===== config.mk =====
export PLATFORM = sky130hd
export DESIGN_NAME = gate_bist
export DESIGN_NICKNAME = d
export VERILOG_FILES = /design/src/rtl/gate_bist_pkg.sv /design/src/rtl/gate_bist_vec_gen.sv /design/src/rtl/gate_bist.sv
export SDC_FILE = /design/constraint.sdc
export NUM_CORES = 1
export LEC_CHECK = 0
export ABC_AREA = 1
export ABC_CLOCK_PERIOD_IN_PS = 2300
export CAP_MARGIN = 20
export CELL_PAD_IN_SITES_DETAIL_PLACEMENT = 0
export CELL_PAD_IN_SITES_GLOBAL_PLACEMENT = 2
export CORE_MARGIN = 5
export CORE_UTILIZATION = 30
export DETAILED_ROUTE_END_ITERATION = 8
export PLACE_DENSITY_LB_ADDON = 0.1
export SYNTH_ARGS = -nofsm -noshare
export SYNTH_HDL_FRONTEND = slang
export SYNTH_SLANG_ARGS = --single-unit

===== constraint.sdc =====
create_clock -name clock -period 2.3 [get_ports clock]
set_input_delay 0.69 -clock clock [delete_from_list [all_inputs] [get_ports clock]]
set_output_delay 0.69 -clock clock [all_outputs]
set_load 0.01 [all_outputs]

===== src/rtl/gate_bist_pkg.sv =====
// Shared types and reference truth tables for the gate BIST engine.
package gate_bist_pkg;

   typedef enum logic [1:0] {
      IDLE,
      DRIVE,
      SAMPLE,
      DONE
   } bist_state_t;

   // Bit v of each table is the expected gate output for input vector v.
   localparam logic [3:0] TT_AND2  = 4'b1000;
   localparam logic [3:0] TT_OR2   = 4'b1110;
   localparam logic [3:0] TT_XOR2  = 4'b0110;
   localparam logic [3:0] TT_NAND2 = 4'b0111;

   localparam int SETTLE_W = 8;

endpackage


===== src/rtl/gate_bist_vec_gen.sv =====
// Vector and settle counters that pace the sweep over every gate input vector.
module gate_bist_vec_gen
   import gate_bist_pkg::*;
#(
   parameter int N_IN   = 2,
   parameter int SETTLE = 1
) (
   input  logic            clock,
   input  logic            reset,
   input  logic            clear,
   input  logic            advance,
   output logic [N_IN-1:0] vec,
   output logic            settle_done,
   output logic            last_vec
);

   logic [SETTLE_W-1:0] settle_cnt;

   // The settle counter saturates at SETTLE-1 so SAMPLE sees a stable settle_done.
   always_ff @(posedge clock) begin
      if (reset || clear) begin
         vec        <= '0;
         settle_cnt <= '0;
      end else if (advance) begin
         vec        <= vec + N_IN'(1);
         settle_cnt <= '0;
      end else if (!settle_done) begin
         settle_cnt <= settle_cnt + SETTLE_W'(1);
      end
   end

   assign settle_done = (settle_cnt == SETTLE_W'(SETTLE - 1));
   assign last_vec    = (vec == {N_IN{1'b1}});

endmodule


===== src/rtl/gate_bist.sv =====
// BIST engine: sweeps all gate input vectors and checks the output against EXPECT.
module gate_bist
   import gate_bist_pkg::*;
#(
   parameter int                 N_IN   = 2,
   parameter logic [2**N_IN-1:0] EXPECT = TT_AND2,
   parameter int                 SETTLE = 1
) (
   input  logic            clock,
   input  logic            reset,
   input  logic            start,
   output logic [N_IN-1:0] dut_in,
   input  logic            dut_out,
   output logic            busy,
   output logic            done,
   output logic            pass,
   output logic [N_IN:0]   err_count,
   output logic [N_IN-1:0] first_fail_vec,
   output logic            first_fail_valid
);

   bist_state_t     state;
   bist_state_t     state_next;
   logic [N_IN-1:0] vec;
   logic            settle_done;
   logic            last_vec;
   logic            clear;
   logic            advance;
   logic            mismatch;
   logic [N_IN:0]   err_next;

   gate_bist_vec_gen #(
      .N_IN   (N_IN),
      .SETTLE (SETTLE)
   ) u_vec_gen (
      .clock       (clock),
      .reset       (reset),
      .clear       (clear),
      .advance     (advance),
      .vec         (vec),
      .settle_done (settle_done),
      .last_vec    (last_vec)
   );

   assign mismatch = (dut_out != EXPECT[vec]);
   assign err_next = err_count + (N_IN+1)'(mismatch);

   always_ff @(posedge clock) begin
      if (reset) begin
         state <= IDLE;
      end else begin
         state <= state_next;
      end
   end

   always_comb begin
      state_next = state;
      advance    = 1'b0;
      case (state)
         IDLE:    if (start) state_next = DRIVE;
         DRIVE:   if (settle_done) state_next = SAMPLE;
         SAMPLE: begin
            if (last_vec) begin
               state_next = DONE;
            end else begin
               advance    = 1'b1;
               state_next = DRIVE;
            end
         end
         DONE:    state_next = IDLE;
         default: state_next = IDLE;
      endcase
   end

   // Counters sit cleared in IDLE, so an accepted start always begins at vector 0.
   assign clear = (state == IDLE);

   // pass is resolved on the final SAMPLE edge so it is already valid while done is high.
   always_ff @(posedge clock) begin
      if (reset) begin
         err_count        <= '0;
         first_fail_vec   <= '0;
         first_fail_valid <= 1'b0;
         pass             <= 1'b0;
      end else begin
         case (state)
            IDLE: begin
               if (start) begin
                  err_count        <= '0;
                  first_fail_vec   <= '0;
                  first_fail_valid <= 1'b0;
                  pass             <= 1'b0;
               end
            end
            SAMPLE: begin
               err_count <= err_next;
               if (mismatch && !first_fail_valid) begin
                  first_fail_vec   <= vec;
                  first_fail_valid <= 1'b1;
               end
               if (last_vec) begin
                  pass <= (err_next == '0);
               end
            end
            default: ;
         endcase
      end
   end

   assign busy   = (state == DRIVE) || (state == SAMPLE);
   assign done   = (state == DONE);
   assign dut_in = (state == IDLE) ? '0 : vec;

endmodule


* Word-level counts from Yosys, hierarchy flattened
Index checks and enable logic that the tools add are counted. Widths: inputs -> output; s select.
Operators by class: multiplexer cells 19, equal/unequal tests 9, order comparisons 1, reduce and logical (&&, ||, !) cells 13, add/subtract/negate cells 3
Operator list (count):
- $mux 2 | 6
- $add 8x1->8 const B | 1
- $logic_not 8->1 | 1
- $ne 2x2->1 const B | 4
- $pmux 2 s4 | 1
- $eq 2x2->1 const B | 3
- $mux 1 | 6
- $pmux 3 s2 | 1
- $reduce_and 3->1 | 2
- $pmux 1 s2 | 2
- $pmux 2 s2 | 1
- $reduce_and 2->1 | 2
- $add 3x1->3 | 1
- $logic_not 3->1 | 1
- $lt 2x3->1 const B | 1
- $mux 3 | 1
- $add 2x1->2 const B | 1
- $bmux 1 s2 | 1
- $eq 2x1->1 const B | 1
- $logic_not 2->1 | 1
- $logic_or 1x1->1 | 2
- $reduce_bool 2->1 | 1
- $reduce_or 2->1 | 1
- $logic_and 1x1->1 | 1
- other kinds (2) | 2
Storage, ports and cells: register bits after elaboration 19, word-level logic and storage cells 52, output and inout port bits 11

* Longest topological paths before layout
depth after elaboration 7, gate-level depth with buffers 10

* Modules after synthesis
A second synthesis with hierarchy kept.
Unflattened totals: cell total of the unflattened synthesis 152, area total of the unflattened synthesis 1102.3 µm²
By module, submodules not included:
- gate_bist | cells an instance 74, times used 1, area an instance 565.5 µm², seq. area each 180.2 µm²
- gate_bist_vec_gen | cells an instance 78, times used 1, area an instance 536.8 µm², seq. area each 200.2 µm²

* Least setup slack after synthesis
Ideal clock, no wire load.
kind input to register, start point in dut_out, end point reg pass, cell stages on the path 9, setup slack 304 ps, arrival 1934 ps, library setup time 62 ps, cells stage by stage or2_1 > and2_1 > ha_1 > ha_1 > nor3_1 > nand2_1 > nand2_1 > nand2_1 > nor2_2
On the way: cells in the longest elaborated chain, start to end 5
Ends and longest elaborated chain:
- start: declaration | line gate_bist.sv:13 | input logic dut_out,
- $ne 1x1->1 | line gate_bist.sv:45 | assign mismatch = (dut_out != EXPECT[vec]);
- $add 3x1->3 | line gate_bist.sv:46 | assign err_next = err_count + (N_IN+1)'(mismatch);
- $logic_not 3->1 | line gate_bist.sv:102 | pass <= (err_next == '0);
- $mux 1 | line gate_bist.sv:101 | if (last_vec) begin
- $pmux 1 s2 | line gate_bist.sv:86 | case (state)
- end signal: assignment | line gate_bist.sv:102
- end: declaration | line gate_bist.sv:16 | output logic pass,
No other way between the ends. The select of a mux whose other input is x is not followed. A chain may end at the register's enable or synchronous reset.

* Final worst setup path
start point reg state[0], end point out busy
On the way: cells in the longest elaborated chain, start to end 2, elaborated cells between the ends (all ways) 3, classes of those cells eq/ne: 2; reduce/logical: 1
Ends and longest elaborated chain:
- start: declaration | line gate_bist.sv:22 | bist_state_t state;
- start signal: assignment | line gate_bist.sv:52 | state <= state_next;
- $eq 2x1->1 or $eq 2x2->1 (tied branches) | line gate_bist.sv:110 | assign busy = (state == DRIVE) || (state == SAMPLE);
- $logic_or 1x1->1 * | line gate_bist.sv:110
- end: declaration | line gate_bist.sv:14 | output logic busy,
Every way passes the cells marked *; elsewhere a longest branch is shown, timed or not.

==> reports/results.ini <==
[status]
status = finished, final reports clean

[clocking]
clkSinkCount = 19
root_buffer = clkbuf_4
cts_buffers = 3
ctsHoldBuffers = 0
cts_tree = done
clockBufferDepth = 2
clkSlewWorstSetupHoldPaths_ns = 0.12
clock_latency_ns = 0.30
ctsHtreeMaxLevel = 1

[die]
dieWidth_um = 68.87
core-area_mm2 = 0.003337
rows = 21
boundaryPins = 15
start_util = 0.3116
die_h_um = 68.87
die_area_mm2 = 0.004743

[synth]
syn_area_mm2 = 0.001040
syn_nets = 148
synth_mux_area_frac = 0
synth.area.top_cells = dfxtp_1, ha_1, nand2_1
netlist.top_cell.by_area = dfxtp_1
synth.avg_cell_area_um2 = 7.702
synth_top_family_by_area = simple AND/OR/NAND/NOR gates
yosys.area.top_type_share = 0.3658
synth_compound_area_frac = 0.1095
seq_area_frac_synth = 0.3658
synth_xor_area_frac = 0.04212
synthSimpleGateAreaFrac = 0.2876
synth-warning-count = 0
yosysUniqueCellTypes = 26
synthAdderAreaFrac = 0.1083
ys_seq_elements = 19
synthCells = 135

[routing]
drcViolationCount = 0
drtPass1Iterations = 4
initialDrtViolationCount = 30
wl_per_cell_um = 10.27
vias = 882
finalWirelength_mm = 2.065
ant_nets = 0
vias_per_cell = 4.388

[global_route]
grt_max_degree = 12
overflow = 0
first_global_vias = 834
antenna_found_initial = 0
grt_usage = 0.1024
grt_pass1_wl_mm = 3.650

[sta]
layout_min_cycle_time_ns = 2.238
setup_violations = 0
max_slew.worst_pin.slew_ns = 0.2595
max_freq_mhz = 446.9
finClkSkew_ns = 0.005873
slew_headroom = 0.8268
hold_viol = 0
rsz0062_at_grt = false
min_period_over_period = 0.9729
slew_viol_final = 0

[placement]
post-dp-hpwl_mm = 1.634
place.gp.congestion = 0.7385
io_buffers = 14

[power]
p_int_mw = 0.4832
powerDensity_mw_per_mm2 = 554.1
power.switching_mw = 0.2268
power_mw = 0.7099
clock_power_share = 0.244
seqPwrFrac = 0.492
comb_power_share = 0.264
p_leak_nw = 0.5161
swShare = 0.3194
ir_drop_uv = 228.5

[setup_path]
critPathSlowestCell = clkdlybuf4s50_1
max_stage_delay_ns = 0.53
critPathKind = reg2out
crit_fanout = 4
start_kind = flop
worstPathRequired_ns = 1.61
crit_path_cell_trace = inv_1 -> ha_1 -> clkdlybuf4s50_1
arrival_ns = 1.55
end_kind = output pin

[cells_and_area]
layout.nets = 169
drive_above_1_share = 0.1806
fill_cells = 365
final_util = 0.3840
diodes = 0
seqCellArea_um2 = 381.6
multiInputGateArea_um2 = 569.3
syn_to_final_growth_pct = 23.23

[job]
cap_violations = 0

[worst_hold_path]
hold_path_class = reg2reg

==> per-stage QoR <==
stage	TNS, ns	std cells	hold slack, ns	area (um^2)	setup WS (ns)
final	0	201	0.4739	1281	0.06243
after global routing	0	201	0.5024	1281	0.01012
after CTS	0	200	0.4794	1274	0.03431
after detailed placement	-0.2724	196	0.4622	1247	-0.2015
after global placement	-0.2210	196	0.4517	1247	-0.1683
after floorplan	0	135	0.4523	1040	0.3041
==> worst paths after layout <==
path,startpoint,slack [ns],endpoint,depth (start not counted)
min reg2reg,first_fail_vec[1]$_SDFFE_PP0P_,0.47,first_fail_vec[1]$_SDFFE_PP0P_,2
max reg2reg,u_vec_gen.vec[0]$_SDFFE_PP0P_,0.36,pass$_SDFFE_PP0P_,10
min,first_fail_vec[1]$_SDFFE_PP0P_,0.47,first_fail_vec[1]$_SDFFE_PP0P_,2
max,state[0]$_SDFFE_PP0P_,0.06,busy,3
==> power groups by stage <==
stage          Sequential (mW)  Combinational (mW)  Clock [mW]
5_1_grt                  0.351               0.211       0.198
3_5_place_dp             0.356               0.184           0
3_3_place_gp             0.356               0.185           0
2_1_floorplan            0.359               0.127           0
4_1_cts                  0.350               0.185       0.186
6_report                 0.349               0.187       0.173
==> placed cells by master, fill, tap and decap left out, types with 4 or more instances in the layout <==
| master | n |
|---|---|
| inv_1 | 16 |
| nand3_1 | 6 |
| clkdlybuf4s50_1 | 12 |
| a21oi_1 | 11 |
| ha_1 | 9 |
| inv_2 | 5 |
| nand2_2 | 4 |
| dfxtp_1 | 18 |
| nor2_1 | 9 |
| nand2_1 | 26 |
==> synth_stat cells, drive strengths merged <==
library cell and n:
nand2 30, inv 22, dfxtp 19, nor2 15, a21oi 14, ha 9
nand3 7, o21ai 5, xor2 3, nand4 2, nor3 2, xnor2 2
and2 1, buf 1, nand3b 1, nor3b 1, or2 1
==> metal layers <==
| metal | track usage | vias up | routed length (um) |
|---|---|---|---|
| met3 | 0.02269 | 2 | 96 |
| met2 | 0.1417 | 14 | 842 |
| li1 | - | 470 | - |
| met4 | 0.04380 | 0 | 16 |
| met1 | 0.1499 | 396 | 1109 |
| met5 | 0 | - | 0 |
==> sequential cells by signal (all words and copies together), names as in the netlist <==
| signal | count |
|---|---|
| u_vec_gen.vec | 2 |
| u_vec_gen.settle_cnt | 8 |
| err_count | 3 |
| first_fail_vec | 2 |
| pass | 1 |
| first_fail_valid | 1 |
| state | 2 |
==> layout make-up <==
type / count / area share
well taps: 46 / 0.04492
inverters: 22 / 0.06641
multi-input cells: 93 / 0.4443
repair buffers: 17 / 0.1250
clock buffers: 3 / 0.01758
clock inverters: 1 / 0.003906
flip-flops and latches: 19 / 0.2979
==> worst max-delay path: cells and delay by family (launching register included) <==
family | cells | cell delay (ns)
DFF | 1 | 0.38
buffers and inverters | 2 | 0.60
adders and majority gates | 1 | 0.27
==> kinds of logic (layout without fill, tap and decap cells) <==
logic type,after synthesis,in the layout
simple gates,60,60
flops,19,19
fa+ha+maj,9,9
buf+inv,23,43
compound gates,19,19
xor+xnor,5,5
==> timing repair <==
item / in CTS / in global routing
cloned: 0 / 0
endpoints found under the setup margin: 3 / 1
buffers inserted: 0 / 1
endpoints found under the hold margin: 0 / 0
gates resized for setup: 3 / 0
pin swaps: 0 / 0
No activity file was read; power rests on OpenSTA's default activity.
